<file path="config.mk">
export PLATFORM = sky130hd
export DESIGN_NAME = gcd_control_flat
export DESIGN_NICKNAME = d
export VERILOG_FILES = /design/src/rtl/gcd_control_if.sv /design/src/rtl/gcd_control.sv /design/src/flat_wrapper.sv
export SDC_FILE = /design/constraint.sdc
export NUM_CORES = 1
export LEC_CHECK = 0
export CORE_MARGIN = 5
export CORE_UTILIZATION = 41
export CTS_BUF_LIST = sky130_fd_sc_hd__clkbuf_8
export DETAILED_ROUTE_END_ITERATION = 8
export GPL_TIMING_DRIVEN = 0
export PLACE_DENSITY = 0.77
export SKIP_CTS_REPAIR_TIMING = 1
export SYNTH_ARGS = -nofsm -noshare
export SYNTH_HDL_FRONTEND = slang
export SYNTH_SLANG_ARGS = --single-unit
</file>
<file path="constraint.sdc">
create_clock -name clk -period 1.6 [get_ports clk]
set_input_delay 0.32 -clock clk [delete_from_list [all_inputs] [get_ports clk]]
set_output_delay 0.32 -clock clk [all_outputs]
set_load 0.02 [all_outputs]
</file>
<file path="src/rtl/gcd_control_if.sv">
// gcd_control_if
//   Signal bundle between the subtractive-GCD control FSM and its
//   environment (requester + datapath).
//   Requester side : go, xin, yin in; ready, done, err, iter_cnt out.
//   Datapath side  : eqflg, ltflg in; xmsel, ymsel, xld, yld, gld out.
//   modport slave  : the controller (gcd_control).
//   modport master : whatever drives go/operands and returns the flags.
interface gcd_control_if #(
    parameter int unsigned W        = 4,
    parameter int unsigned MAX_ITER = 15
);
    localparam int unsigned CW = $clog2(MAX_ITER + 1);

    logic          go;
    logic [W-1:0]  xin;
    logic [W-1:0]  yin;
    logic          eqflg;
    logic          ltflg;
    logic          xmsel;
    logic          ymsel;
    logic          xld;
    logic          yld;
    logic          gld;
    logic          ready;
    logic          done;
    logic          err;
    logic [CW-1:0] iter_cnt;

    modport slave (
        input  go, xin, yin, eqflg, ltflg,
        output xmsel, ymsel, xld, yld, gld, ready, done, err, iter_cnt
    );

    modport master (
        output go, xin, yin, eqflg, ltflg,
        input  xmsel, ymsel, xld, yld, gld, ready, done, err, iter_cnt
    );
endinterface

</file>
<file path="src/rtl/gcd_control.sv">
// gcd_control
//   Control FSM for a subtractive GCD datapath. On go (sampled in IDLE)
//   it loads xin/yin into the datapath x/y registers, then alternates a
//   compare cycle with one subtract cycle (x<=x-y or y<=y-x) until the
//   datapath reports x==y, at which point it loads the gcd register and
//   pulses done. Zero operands or an exhausted iteration budget pulse err
//   instead and leave the gcd register untouched.
//
//   Ports
//     clk : rising-edge clock
//     clr : synchronous active-high reset (forces IDLE, iter_cnt=0)
//     bus : gcd_control_if.slave
//           in  go, xin, yin, eqflg, ltflg
//           out xmsel, ymsel, xld, yld, gld, ready, done, err, iter_cnt
//
//   All outputs are registered and decoded from the state only; there is
//   no combinational path from any input to any output.
module gcd_control #(
    parameter int unsigned W        = 4,
    parameter int unsigned MAX_ITER = 15
) (
    input  logic           clk,
    input  logic           clr,
    gcd_control_if.slave   bus
);
    localparam int unsigned CW = $clog2(MAX_ITER + 1);

    typedef enum logic [2:0] {
        IDLE,
        LOAD,
        CMP,
        SUBX,
        SUBY,
        GLD,
        DONE,
        ERR
    } state_t;

    state_t        state_q, state_d;
    logic [CW-1:0] iter_q,  iter_d;

    logic xmsel_q, xmsel_d;
    logic ymsel_q, ymsel_d;
    logic xld_q,   xld_d;
    logic yld_q,   yld_d;
    logic gld_q,   gld_d;
    logic ready_q, ready_d;
    logic done_q,  done_d;
    logic err_q,   err_d;

    // Next-state and iteration counter.
    always_comb begin
        state_d = state_q;
        iter_d  = iter_q;
        unique case (state_q)
            IDLE: begin
                if (bus.go) begin
                    state_d = LOAD;
                    iter_d  = '0;
                end
            end
            LOAD: begin
                if (bus.xin == '0 || bus.yin == '0) begin
                    state_d = ERR;
                end else begin
                    state_d = CMP;
                end
            end
            CMP: begin
                // Equality wins over the budget check, so a result that
                // converges on the last permitted subtraction still completes.
                if (bus.eqflg) begin
                    state_d = GLD;
                end else if (iter_q == CW'(MAX_ITER)) begin
                    state_d = ERR;
                end else if (bus.ltflg) begin
                    state_d = SUBY;
                end else begin
                    state_d = SUBX;
                end
            end
            SUBX, SUBY: begin
                // Only reachable while iter_q < MAX_ITER, so this never wraps.
                state_d = CMP;
                iter_d  = iter_q + CW'(1);
            end
            GLD:     state_d = DONE;
            DONE:    state_d = IDLE;
            ERR:     state_d = IDLE;
            default: state_d = IDLE;
        endcase
    end

    // Output decode from the next state, registered alongside the state so
    // the strobes are active in the same cycle as the state they belong to.
    always_comb begin
        xmsel_d = 1'b0;
        ymsel_d = 1'b0;
        xld_d   = 1'b0;
        yld_d   = 1'b0;
        gld_d   = 1'b0;
        ready_d = 1'b0;
        done_d  = 1'b0;
        err_d   = 1'b0;
        unique case (state_d)
            IDLE: ready_d = 1'b1;
            LOAD: begin
                xmsel_d = 1'b1;
                ymsel_d = 1'b1;
                xld_d   = 1'b1;
                yld_d   = 1'b1;
            end
            CMP:  ;
            SUBX: xld_d  = 1'b1;
            SUBY: yld_d  = 1'b1;
            GLD:  gld_d  = 1'b1;
            DONE: done_d = 1'b1;
            ERR:  err_d  = 1'b1;
            default: ready_d = 1'b1;
        endcase
    end

    always_ff @(posedge clk) begin
        if (clr) begin
            state_q <= IDLE;
            iter_q  <= '0;
            xmsel_q <= 1'b0;
            ymsel_q <= 1'b0;
            xld_q   <= 1'b0;
            yld_q   <= 1'b0;
            gld_q   <= 1'b0;
            ready_q <= 1'b1;
            done_q  <= 1'b0;
            err_q   <= 1'b0;
        end else begin
            state_q <= state_d;
            iter_q  <= iter_d;
            xmsel_q <= xmsel_d;
            ymsel_q <= ymsel_d;
            xld_q   <= xld_d;
            yld_q   <= yld_d;
            gld_q   <= gld_d;
            ready_q <= ready_d;
            done_q  <= done_d;
            err_q   <= err_d;
        end
    end

    assign bus.xmsel    = xmsel_q;
    assign bus.ymsel    = ymsel_q;
    assign bus.xld      = xld_q;
    assign bus.yld      = yld_q;
    assign bus.gld      = gld_q;
    assign bus.ready    = ready_q;
    assign bus.done     = done_q;
    assign bus.err      = err_q;
    assign bus.iter_cnt = iter_q;
endmodule

</file>
<file path="src/flat_wrapper.sv">
// flat-port wrapper written by rule: the top's interface ports become plain ports
module gcd_control_flat 
#(
    parameter int unsigned W        = 4,
    parameter int unsigned MAX_ITER = 15
)
  (clk, clr, bus_go, bus_xin, bus_yin, bus_eqflg, bus_ltflg, bus_xmsel, bus_ymsel, bus_xld, bus_yld, bus_gld, bus_ready, bus_done, bus_err, bus_iter_cnt);
  gcd_control_if #(.W(W), .MAX_ITER(MAX_ITER)) bus_i ();
  input  logic clk;
  input  logic clr;
  input wire logic [$bits(bus_i.go)-1:0] bus_go;
  input wire logic [$bits(bus_i.xin)-1:0] bus_xin;
  input wire logic [$bits(bus_i.yin)-1:0] bus_yin;
  input wire logic [$bits(bus_i.eqflg)-1:0] bus_eqflg;
  input wire logic [$bits(bus_i.ltflg)-1:0] bus_ltflg;
  output wire logic [$bits(bus_i.xmsel)-1:0] bus_xmsel;
  output wire logic [$bits(bus_i.ymsel)-1:0] bus_ymsel;
  output wire logic [$bits(bus_i.xld)-1:0] bus_xld;
  output wire logic [$bits(bus_i.yld)-1:0] bus_yld;
  output wire logic [$bits(bus_i.gld)-1:0] bus_gld;
  output wire logic [$bits(bus_i.ready)-1:0] bus_ready;
  output wire logic [$bits(bus_i.done)-1:0] bus_done;
  output wire logic [$bits(bus_i.err)-1:0] bus_err;
  output wire logic [$bits(bus_i.iter_cnt)-1:0] bus_iter_cnt;
  assign bus_i.go = bus_go;
  assign bus_i.xin = bus_xin;
  assign bus_i.yin = bus_yin;
  assign bus_i.eqflg = bus_eqflg;
  assign bus_i.ltflg = bus_ltflg;
  assign bus_xmsel = bus_i.xmsel;
  assign bus_ymsel = bus_i.ymsel;
  assign bus_xld = bus_i.xld;
  assign bus_yld = bus_i.yld;
  assign bus_gld = bus_i.gld;
  assign bus_ready = bus_i.ready;
  assign bus_done = bus_i.done;
  assign bus_err = bus_i.err;
  assign bus_iter_cnt = bus_i.iter_cnt;
  gcd_control #(.W(W), .MAX_ITER(MAX_ITER)) u_core (.clk(clk), .clr(clr), .bus(bus_i));
endmodule
</file>
# --- Word level (Yosys, flattened, before mapping) ---
# Cells that the tools add are included.
word_totals:
  out_inout_bits: 12
  word_cells: 51
  regBits: 14
  in_bits: 13
classes:
  muxes: 15
  n_addsub: 1
  eq_ne: 15
  n_reduce_logical: 11
ops:
  columns: ["op", "n"]
  rows:
  - ["3-bit == test (second input constant)", 8]
  - ["3-bit one-hot mux with 6 select lines", 1]
  - ["3-bit 2-to-1 mux", 5]
  - ["3-bit by 2-bit == test with 1-bit output (second input constant)", 3]
  - ["4-bit logical NOT", 2]
  - ["4-bit one-hot mux with 2 select lines", 1]
  - ["2-bit OR reduction", 4]
  - ["1-bit 2-to-1 mux", 7]
  - ["3-bit by 1-bit == test with 1-bit output (second input constant)", 2]
  - ["3-bit logical NOT", 2]
  - ["4-bit by 1-bit adder with 4-bit output (second input constant)", 1]
  - ["4-bit == test (second input constant)", 1]
  - ["4-bit 2-to-1 mux", 1]
  - ["2-bit != test (second input constant)", 1]
  - ["2-bit AND reduction", 1]
  - ["2-bit nonzero test", 1]
  - ["1-bit logical OR", 1]

# --- Depth between registers and ports, before layout ---
logic_depth:
  depth_word: 7
  ltp_mapped: 6
  mapped_depth_nobuf: 5

# --- Worst setup path before layout ---
# OpenSTA, ideal clock, no wires.
synth_timing:
  path_type: "register to register"
  startpoint: "reg u_core.iter_q[0] (netlist: u_core.bus.iter_cnt[0])"
  endpoint: "reg u_core.yld_q (netlist: u_core.bus.yld)"
  stages_incl_launch_ff: 6
  path_buffers: 0
  arrival_time_ns: 1.642
  setup_slack_ns: -0.121
  cell_sequence: "dfxtp_1 ha_1 nand3_1 a31o_1 a2111o_1 a211oi_2"
synth_between:
  elab_chain_len: 7
  word_cells_on_any_way: 8
  cone_classes: "eq/ne (3); mux (4); reduce/logical (1)"
synth_rtl:
  columns: ["element", "line", "source"]
  rows:
  - ["from (decl)", "gcd_control.sv:40", "logic [CW-1:0] iter_q, iter_d;"]
  - ["from (signal assigned)", "gcd_control.sv:137", "iter_q <= iter_d;"]
  - ["4-bit == test *", "gcd_control.sv:74", "end else if (iter_q == CW'(MAX_ITER)) begin"]
  - ["3-bit 2-to-1 mux *", "gcd_control.sv:74", null]
  - ["3-bit 2-to-1 mux *", "gcd_control.sv:72", "if (bus.eqflg) begin"]
  - ["3-bit one-hot mux with 6 select lines *", "gcd_control.sv:55", "unique case (state_q)"]
  - ["3-bit by 1-bit == test with 1-bit output or 3-bit == test (tied branches)", "gcd_control.sv:105", "unique case (state_d)"]
  - ["2-bit OR reduction (no line) *", null, null]
  - ["1-bit 2-to-1 mux *", "gcd_control.sv:105", null]
  - ["to (signal assigned)", "gcd_control.sv:141", "yld_q <= yld_d;"]
  - ["to (decl)", "gcd_control.sv:45", "logic yld_q, yld_d;"]
# Every way passes the cells marked *; elsewhere a longest branch is shown, timed or not.
# A chain may end at the register's enable or synchronous reset.

# --- Worst setup path in the final report ---
layout_timing:
  startpoint: "reg u_core.state_q[1]"
  endpoint: "reg u_core.yld_q (netlist: u_core.bus.yld)"
layout_between:
  elab_chain_len: 6
  word_cells_on_any_way: 16
  cone_classes: "eq/ne (9); mux (3); reduce/logical (4)"
layout_rtl:
  columns: ["element", "line", "source"]
  rows:
  - ["from (decl)", "gcd_control.sv:39", "state_t state_q, state_d;"]
  - ["from (signal assigned)", "gcd_control.sv:136", "state_q <= state_d;"]
  - ["3-bit == test or 3-bit by 2-bit == test with 1-bit output (tied branches)", "gcd_control.sv:55", null]
  - ["2-bit OR reduction (on tied branches)", null, null]
  - ["3-bit one-hot mux with 6 select lines *", "gcd_control.sv:55", null]
  - ["3-bit by 1-bit == test with 1-bit output or 3-bit == test (tied branches)", "gcd_control.sv:105", null]
  - ["2-bit OR reduction (no line) *", null, null]
  - ["1-bit 2-to-1 mux *", "gcd_control.sv:105", null]
# Marked as above.

==> impl_results.md <==
* HP Class: register to register
* Synth-to-layout area growth at 67.3%
* Final instance area at ~1200 µm²
* Failing checks: negative setup slack
* Distinct cells, synth at 35
* Clk buf depth at 2
* Final Max Tran Viols at 0
* Hpwl dp at between 1 and 1.5 mm
* Skew final at 0.00213 ns
* DIE WIDTH at about 52 µm
* Antenna violations before repair at 0
* Post-Syn Nets at 91
* DR WL/cell at approximately 15 µm
* Worst setup SP type: register
* Worst-margin pin slew at a little over 0.5 ns
* Commonest cells post-synth: dfxtp_1, a21oi_1, nor2_1, inv_1
* CP required at between 1.5 and 2 ns
* Cell row count at 15
* Port bufs at 24
* DR iter-0 viols at 8
* Synth top area share at about two fifths
* I/O pins at 25
* Synth area leaders: dfxtp_1, a21oi_1, a2111oi_2
* Vias at around 700
* Final setup violation count at 5
* Slowest-stage cell, CP: or3b_4
* CTS Sinks at 14
* Pwr Total at 1.06 mW
* Total CTS buffers at 3
* WP data arrival at ~1.9 ns
* Async S/R FF share, synth at 0%
* Gr usage total at 13.8%
* Flops & latches, synth at 14
* Max-cap violations at 0
* Fin util at between 70% and 80%
* Sequential area share after synthesis at 39.0%
* Status: finished, violations left
* Top_reg_cell synth: dfxtp_1
* Ant. Diodes at 0
* RSZ-0062 raised after global routing: true
* Fin crit share at 106%
* Dominant delay contributor by cell family on the critical path: compound AO/OA/AOI/OAI gates
* Max VDD drop at 0.741 mV
* Share of cells above drive strength 1 at about a third
* Highest Clock Rate at approximately 0.6 GHz
* Slew headroom at 66.0%
* Number of synthesized flops with an enable pin at 0
* Worst path max stage delay at ~0.38 ns
* CP bufs+invs at 1
* Full die area at 2690 µm²
* Capturing element type of the critical path: register
* CP Class: register to register
* Placed Area at just under 1000 µm²
* Gr ovfl total at 0
* H-tree levels at 1
* DRT antenna net count at 0
* Synthesized cell area at 719 µm²
* Final WS setup at -0.0916 ns
* Endpoints failing hold at 0
* YS warnings at 0
* Crit path cell chain: buf_6, or3b_4, a31o_1, a2111o_1, a211oi_2
* Final wirelength at about 1.9 mm
* Vias per std cell at 5.62
* Worst Path Max Fanout at 7
* First-pass GRT wire length at 2.73 mm
* Clk_lat worst skew at 0.25 ns
* Die Span Y at between 50 and 60 µm
* Avg Cell Area, Syn at 9.34 µm²
* Post-Syn Instances at between 70 and 80
* Nets at 123
* DR pass1 iterations at 3
* GP Congestion at 0.814
* Pin count of the biggest net entering global routing at 11
* Vias in the first global route at between 600 and 700
* Static leakage at about 0.55 nW
* Clk slew on worst S/H paths at ~0.06 ns
* CTS tree: built
* Post-layout minimum cycle time at around 1.7 ns
* Pwr/cell area at 877 nW/µm²
* Effective utilization at floorplan at a little over two fifths
* Core area at around 1700 µm²
* Dominant cell type by area after synthesis: dfxtp_1
* DRC at 0
* Most frequent cell after synthesis: dfxtp_1
* Hold WS at between 0.5 and 0.6 ns
* Clock tree root buffer cell: clkbuf_8
cell families after synthesis:
logic type | Yosys count | synth area share, %
and+or+nand+nor | 28 | 24.3
DFF | 14 | 39.0
AOI/OAI and AO/OA | 24 | 26.1
buffers and inverters | 10 | 8.87
adders and majority gates | 1 | 1.74
placed cells by master (no fill, tap or decap), types with 2 or more instances in the layout:
cell type / synthesis / final
dfxtp_2: 0 / 3
nor3b_1: 2 / 2
clkbuf_8: 0 / 4
nor2_1: 6 / 6
inv_1: 4 / 4
o21ai_0: 3 / 2
buf_4: 2 / 6
nand2_1: 3 / 3
nand3b_1: 2 / 2
clkdlybuf4s50_1: 0 / 13
dlymetal6s2s_1: 1 / 12
dfxtp_1: 14 / 11
nor4b_1: 2 / 2
a21oi_1: 7 / 7
nor4_4: 0 / 2
worst paths after layout:
kind,start,end,slack [ns],depth (start not counted)
setup / recovery,u_core.state_q[1],u_core.bus.yld,-0.09,5
hold / removal,u_core.bus.iter_cnt[3],u_core.bus.iter_cnt[3],0.53,2
setup reg to reg,u_core.state_q[1],u_core.bus.yld,-0.09,5
hold reg to reg,u_core.bus.iter_cnt[3],u_core.bus.iter_cnt[3],0.53,2
power breakdown:
group / internal (mW) / switching, mW / total [mW]
clock network: 0.218 / 0.125 / 0.343
logic: 0.162 / 0.162 / 0.325
registers: 0.377 / 0.0109 / 0.388
state kept, by name, summed over array words and instances (netlist names):
name	flops
u_core.bus.err	1
u_core.bus.yld	1
u_core.bus.ready	1
u_core.state_q	3
u_core.bus.xld	1
u_core.bus.xmsel	1
u_core.bus.done	1
u_core.bus.gld	1
u_core.bus.iter_cnt	4
layer usage:
layer  vias to the layer above  track usage, %  routed length [µm]
met4                         0            10.5                  50
met3                         5            2.87                  99
met1                       324            17.4                 852
met5                         -               0                   0
met2                        16            20.3                 918
li1                        357               -                   -
worst reg2reg max path: stages (launching register included):
cell      delay [ns]
dfxtp_2         0.32
buf_6           0.11
or3b_4          0.38
a31o_1          0.22
a2111o_1        0.38
a211oi_2        0.20
layout make-up:
type,count,area (µm²)
fill,117,485
multi-input combinational,53,484
timing repair buffer,28,298
sequential,14,284
clock buffer,4,55.1
buffer,5,46.3
tap,17,21.3
inverter,4,15.0
through the flow:
step | TNS [ns] | setup WS (ns) | instances
after global routing | -0.636 | -0.149 | 125
after floorplan | -0.0219 | -0.0219 | 77
after detailed placement | -4.27 | -0.481 | 118
after CTS | -1.54 | -0.258 | 122
final | -0.195 | -0.0916 | 125
after global placement | -3.94 | -0.486 | 118
Power figures use the tool's default switching activity.
==> variant 1: new RTL, same settings <==
`W` is set to 4 in 3 places; all go to 3.
--- a/src/rtl/gcd_control_if.sv
+++ b/src/rtl/gcd_control_if.sv
@@ -8,3 +8,3 @@
 interface gcd_control_if #(
-    parameter int unsigned W        = 4,
+    parameter int unsigned W        = 3,
     parameter int unsigned MAX_ITER = 15
--- a/src/rtl/gcd_control.sv
+++ b/src/rtl/gcd_control.sv
@@ -18,3 +18,3 @@
 module gcd_control #(
-    parameter int unsigned W        = 4,
+    parameter int unsigned W        = 3,
     parameter int unsigned MAX_ITER = 15
--- a/src/flat_wrapper.sv
+++ b/src/flat_wrapper.sv
@@ -3,3 +3,3 @@
 #(
-    parameter int unsigned W        = 4,
+    parameter int unsigned W        = 3,
     parameter int unsigned MAX_ITER = 15
Ports: changed (resized bus_xin and bus_yin); port bits go from 25 to 23. The function was not compared with the original's and may differ.
==> variant 1 against the unedited design <==
  * The run still ends with negative setup slack left
  * Worst hold slack worse by 0.027 ns
  * Sequential share of layout area rose by 3.6 points
  * Clock power shrank 1%
  * Total power increased by 11%
  * Critical path depth shrank 1
  * Wire length is 13% lower
  * Synthesized area down 8.0%
  * Utilization decreased by 0.90 points
  * Sequential cell count unchanged
  * Final area shrank 11%
  * Synthesized cell count shrank 7.8%
  * Worst setup slack improved by 0.058 ns
  * Global-route usage decreased by 1.8 points
==> variant 1: results (changes against the unedited design) <==
.. list-table::
   :header-rows: 1

   * - Metric
     - Value
   * - Cell area reported after detailed placement
     - 913 µm² (-7.7%)
   * - Number of cells on the worst hold path
     - 1 (-1)
   * - Worst Hold Launch
     - u_core.bus.iter_cnt[0]
   * - Post-Route Setup TNS
     - -0.0337 ns (+0.162 ns)
   * - Worst Reg-to-Reg Cells
     - 4 (-1)
   * - Max Clock Skew
     - 0.00710 ns (+0.00498 ns)
   * - Run status
     - finished with violations
   * - Violated checks
     - negative setup slack
   * - Share of synthesized cell area in full adder, half adder and majority cells
     - 0.0189 (+0.00151)
   * - Via Count
     - 625 (-11%)
   * - Number of distinct library cells after synthesis
     - 33 (-5.7%)
   * - Top area cells in the synthesized netlist
     - dfxtp_1, nor2_1, nor4b_2
   * - I/O Buffers
     - 22 (-8.3%)
   * - Worst hold slack
     - 0.503 ns (-0.0266 ns)
   * - Routability cong.
     - 0.742 (-8.8%)
   * - Final-layout fill cell count
     - 120 (+2.6%)
   * - Min setup slack post-route
     - -0.0337 ns (+0.0579 ns)
   * - Total met2 wirelength after detailed routing
     - 859 µm (-6.4%)
   * - Maximum cell stage delay along the critical path
     - 0.40 ns (+0.02 ns)
   * - Global routing usage summed across all routing layers
     - 0.120 (-0.0183)
   * - Final setup vio count
     - 1 (-4)
   * - VDD IR-drop max
     - 642 µV (-13%)
   * - Post-Synthesis Mean Instance Area
     - 9.32 µm² (-0.23%)
   * - Routed wire length
     - 1660 µm (-13%)
   * - Mapped Nets
     - 83 (-8.8%)
   * - Worst Path Max Fanout
     - 9 (+2)
-- variant 1: changes by cell type in the layout (fill, tap and decap cells not counted), sizes merged, moves of 2 or more --
cell,unedited run,this run
o21ai,3,1
a2111oi,2,0
dlymetal6s2s,12,9
nor3b,2,0
a21oi,7,4
a311oi,0,2
nor2,6,8
buf,7,2
o311ai,2,0
nor3,2,0
-- variant 1: final cells by class --
class / instances / area share
buffer: 2 / 0.0105
clock buffer: 4 / 0.0513
inverter: 3 / 0.0105
multi-input combinational: 49 / 0.404
sequential: 14 / 0.272
tap: 16 / 0.0187
timing repair buffer: 23 / 0.233
-- variant 1: power by group through the flow --
stage | sequential (µW) | clock, µW | combinational [µW]
after floorplan | 452 | 0 | 206
after global placement | 417 | 0 | 359
after detailed placement | 420 | 0 | 365
after CTS | 413 | 339 | 370
after global routing | 443 | 355 | 423
final | 436 | 338 | 396
==> variant 2: new RTL, config.mk and constraints unchanged <==
Without the edit above. The 8 states of `state_t` get a Gray code encoding in 3 bits.
--- a/src/rtl/gcd_control.sv
+++ b/src/rtl/gcd_control.sv
@@ -28,10 +28,10 @@
     typedef enum logic [2:0] {
-        IDLE,
-        LOAD,
-        CMP,
-        SUBX,
-        SUBY,
-        GLD,
-        DONE,
-        ERR
+        IDLE = 3'b000,
+        LOAD = 3'b001,
+        CMP  = 3'b011,
+        SUBX = 3'b010,
+        SUBY = 3'b110,
+        GLD  = 3'b111,
+        DONE = 3'b101,
+        ERR  = 3'b100
     } state_t;
Formal check against the unedited RTL: no difference found for any inputs over 10 cycles, from zero or initial values; not proved beyond that.
==> variant 2 against the unedited design <==
  * Utilization shrank 2.2 points
  * Critical endpoint is now u_core.bus.xld
  * Worst setup slack worse by 0.080 ns
  * The run still ends with negative setup slack left
  * Count of clock-buffer cells in the layout shrank 1
  * Wire length is 13% lower
  * Maximum frequency decreased by 4.5%
  * Sequential cell count unchanged
  * Worst hold slack worse by 0.038 ns
  * Final area is 14% lower
  * Synthesized area is 9.7% lower
  * Largest cell class unchanged
  * Total power up 8.3%
==> variant 2: results (changes against the unedited design) <==
.. list-table::
   :header-rows: 1

   * - Metric
     - Value
   * - Met3 routing resource usage after global routing
     - 0.0301 (+0.00147)
   * - Met1 routing resource usage after global routing
     - 0.167 (-0.00671)
   * - Transition time at the pin with the least slew margin
     - 0.493 ns (-0.0154 ns)
   * - Post-synthesis sequential area ratio
     - 0.432 (+0.0420)
   * - Wire length on met1
     - 706 µm (-17%)
   * - Via Count
     - 642 (-8.5%)
   * - FF-to-FF End
     - u_core.bus.xld
   * - Max Clock Skew
     - 0.00282 ns (+0.000695 ns)
   * - Routed wire length
     - 1670 µm (-13%)
   * - Global routing usage summed across all routing layers
     - 0.134 (-0.00394)
   * - WP data arrival
     - 1.96 ns (+0.10 ns)
   * - Maximum cell stage delay along the critical path
     - 0.52 ns (+0.14 ns)
   * - Worst Path Max Fanout
     - 5 (-2)
   * - Post-placement cell count
     - 110 (-6.8%)
   * - HPWL Detailed
     - 1140 µm (-11%)
   * - Global-route wire length before repair
     - 2630 µm (-3.6%)
   * - Violated checks
     - negative setup slack
   * - Final setup vio count
     - 8 (+3)
   * - Detailed-routing iteration count for the pre-antenna-repair pass
     - 4 (+1)
   * - Power attributed to combinational cells
     - 434 µW (+34%)
   * - Fraction of final layout cells with drive strength greater than 1
     - 0.263 (-0.0522)
   * - Min setup slack post-route
     - -0.171 ns (-0.0799 ns)
   * - Total met2 wirelength after detailed routing
     - 845 µm (-8.0%)
   * - Number of DRC violations after detailed-routing iteration 0
     - 18 (+10)
   * - Number of cells on the worst hold path
     - 1 (-1)
   * - Power per cell area
     - 1100 nW/µm² (+25%)
   * - Max reg flops
     - 4 (unchanged)
   * - Worst setup timing slack at the placement stage
     - -0.414 ns (+0.0665 ns)
   * - Crit-path leading delay family
     - simple AND/OR/NAND/NOR gates
   * - Post-route insts no fill
     - 115 (-8.0%)
   * - Number of distinct library cells after synthesis
     - 32 (-8.6%)
   * - CTS max path bufs
     - 2 (unchanged)
   * - Cell area reported after detailed placement
     - 941 µm² (-4.9%)
   * - Via count of the first global-routing pass
     - 573 (-7.9%)
   * - Run status
     - finished with violations
   * - Power drawn by the clock network
     - 296 µW (-14%)
   * - Leakage component of the power
     - 0.000461 µW (-16%)
   * - Top area cells in the synthesized netlist
     - dfxtp_1, nor2_1, or4_4
   * - VDD IR-drop max
     - 516 µV (-30%)
   * - Detail Route met3 WL
     - 93 µm (-6.1%)
   * - Mapped Nets
     - 84 (-7.7%)
   * - Most used standard cells in the synthesized netlist
     - dfxtp_1, nor2_1, a21oi_1, nand2_1, o21ai_0
   * - Power Internal
     - 765 µW (+0.98%)
   * - CP max stage cell
     - or4b_4
## variant 2: changes by cell type in the layout (fill, tap and decap cells not counted), sizes merged, moves of 3 or more
cell and delta:
dlymetal6s2s -5, buf -4, clkdlybuf4s50 +4, nor2 +3
nor2b +3, nor4b -3
## variant 2: kinds of logic (layout without fill, tap and decap cells)
kind of cell             Yosys count  after routing  share of synthesized area
AO/OA/AOI/OAI                     17             17                      0.218
adder cells (fa/ha/maj)            1              1                     0.0193
buffers and inverters              7             36                     0.0539
AND/OR/NAND/NOR                   31             31                      0.277
flip-flops                        14             14                      0.432
## variant 2: cell type report
type	instances	area, µm²
Buffer	4	23.8
Clock buffer	3	41.3
Clock inverter	1	3.75
Fill cell	120	467
Inverter	3	11.3
Multi-Input combinational cell	49	387
Sequential cell	14	288
Tap cell	16	20.0
Timing Repair Buffer	25	265
## variant 2: worst reg2reg max path, stage by stage, from the launching register on
cell      delay (ns)
dfxtp_4         0.36
ha_4            0.16
and3_4          0.17
or4b_4          0.52
o221ai_4        0.27
o2111a_1        0.22
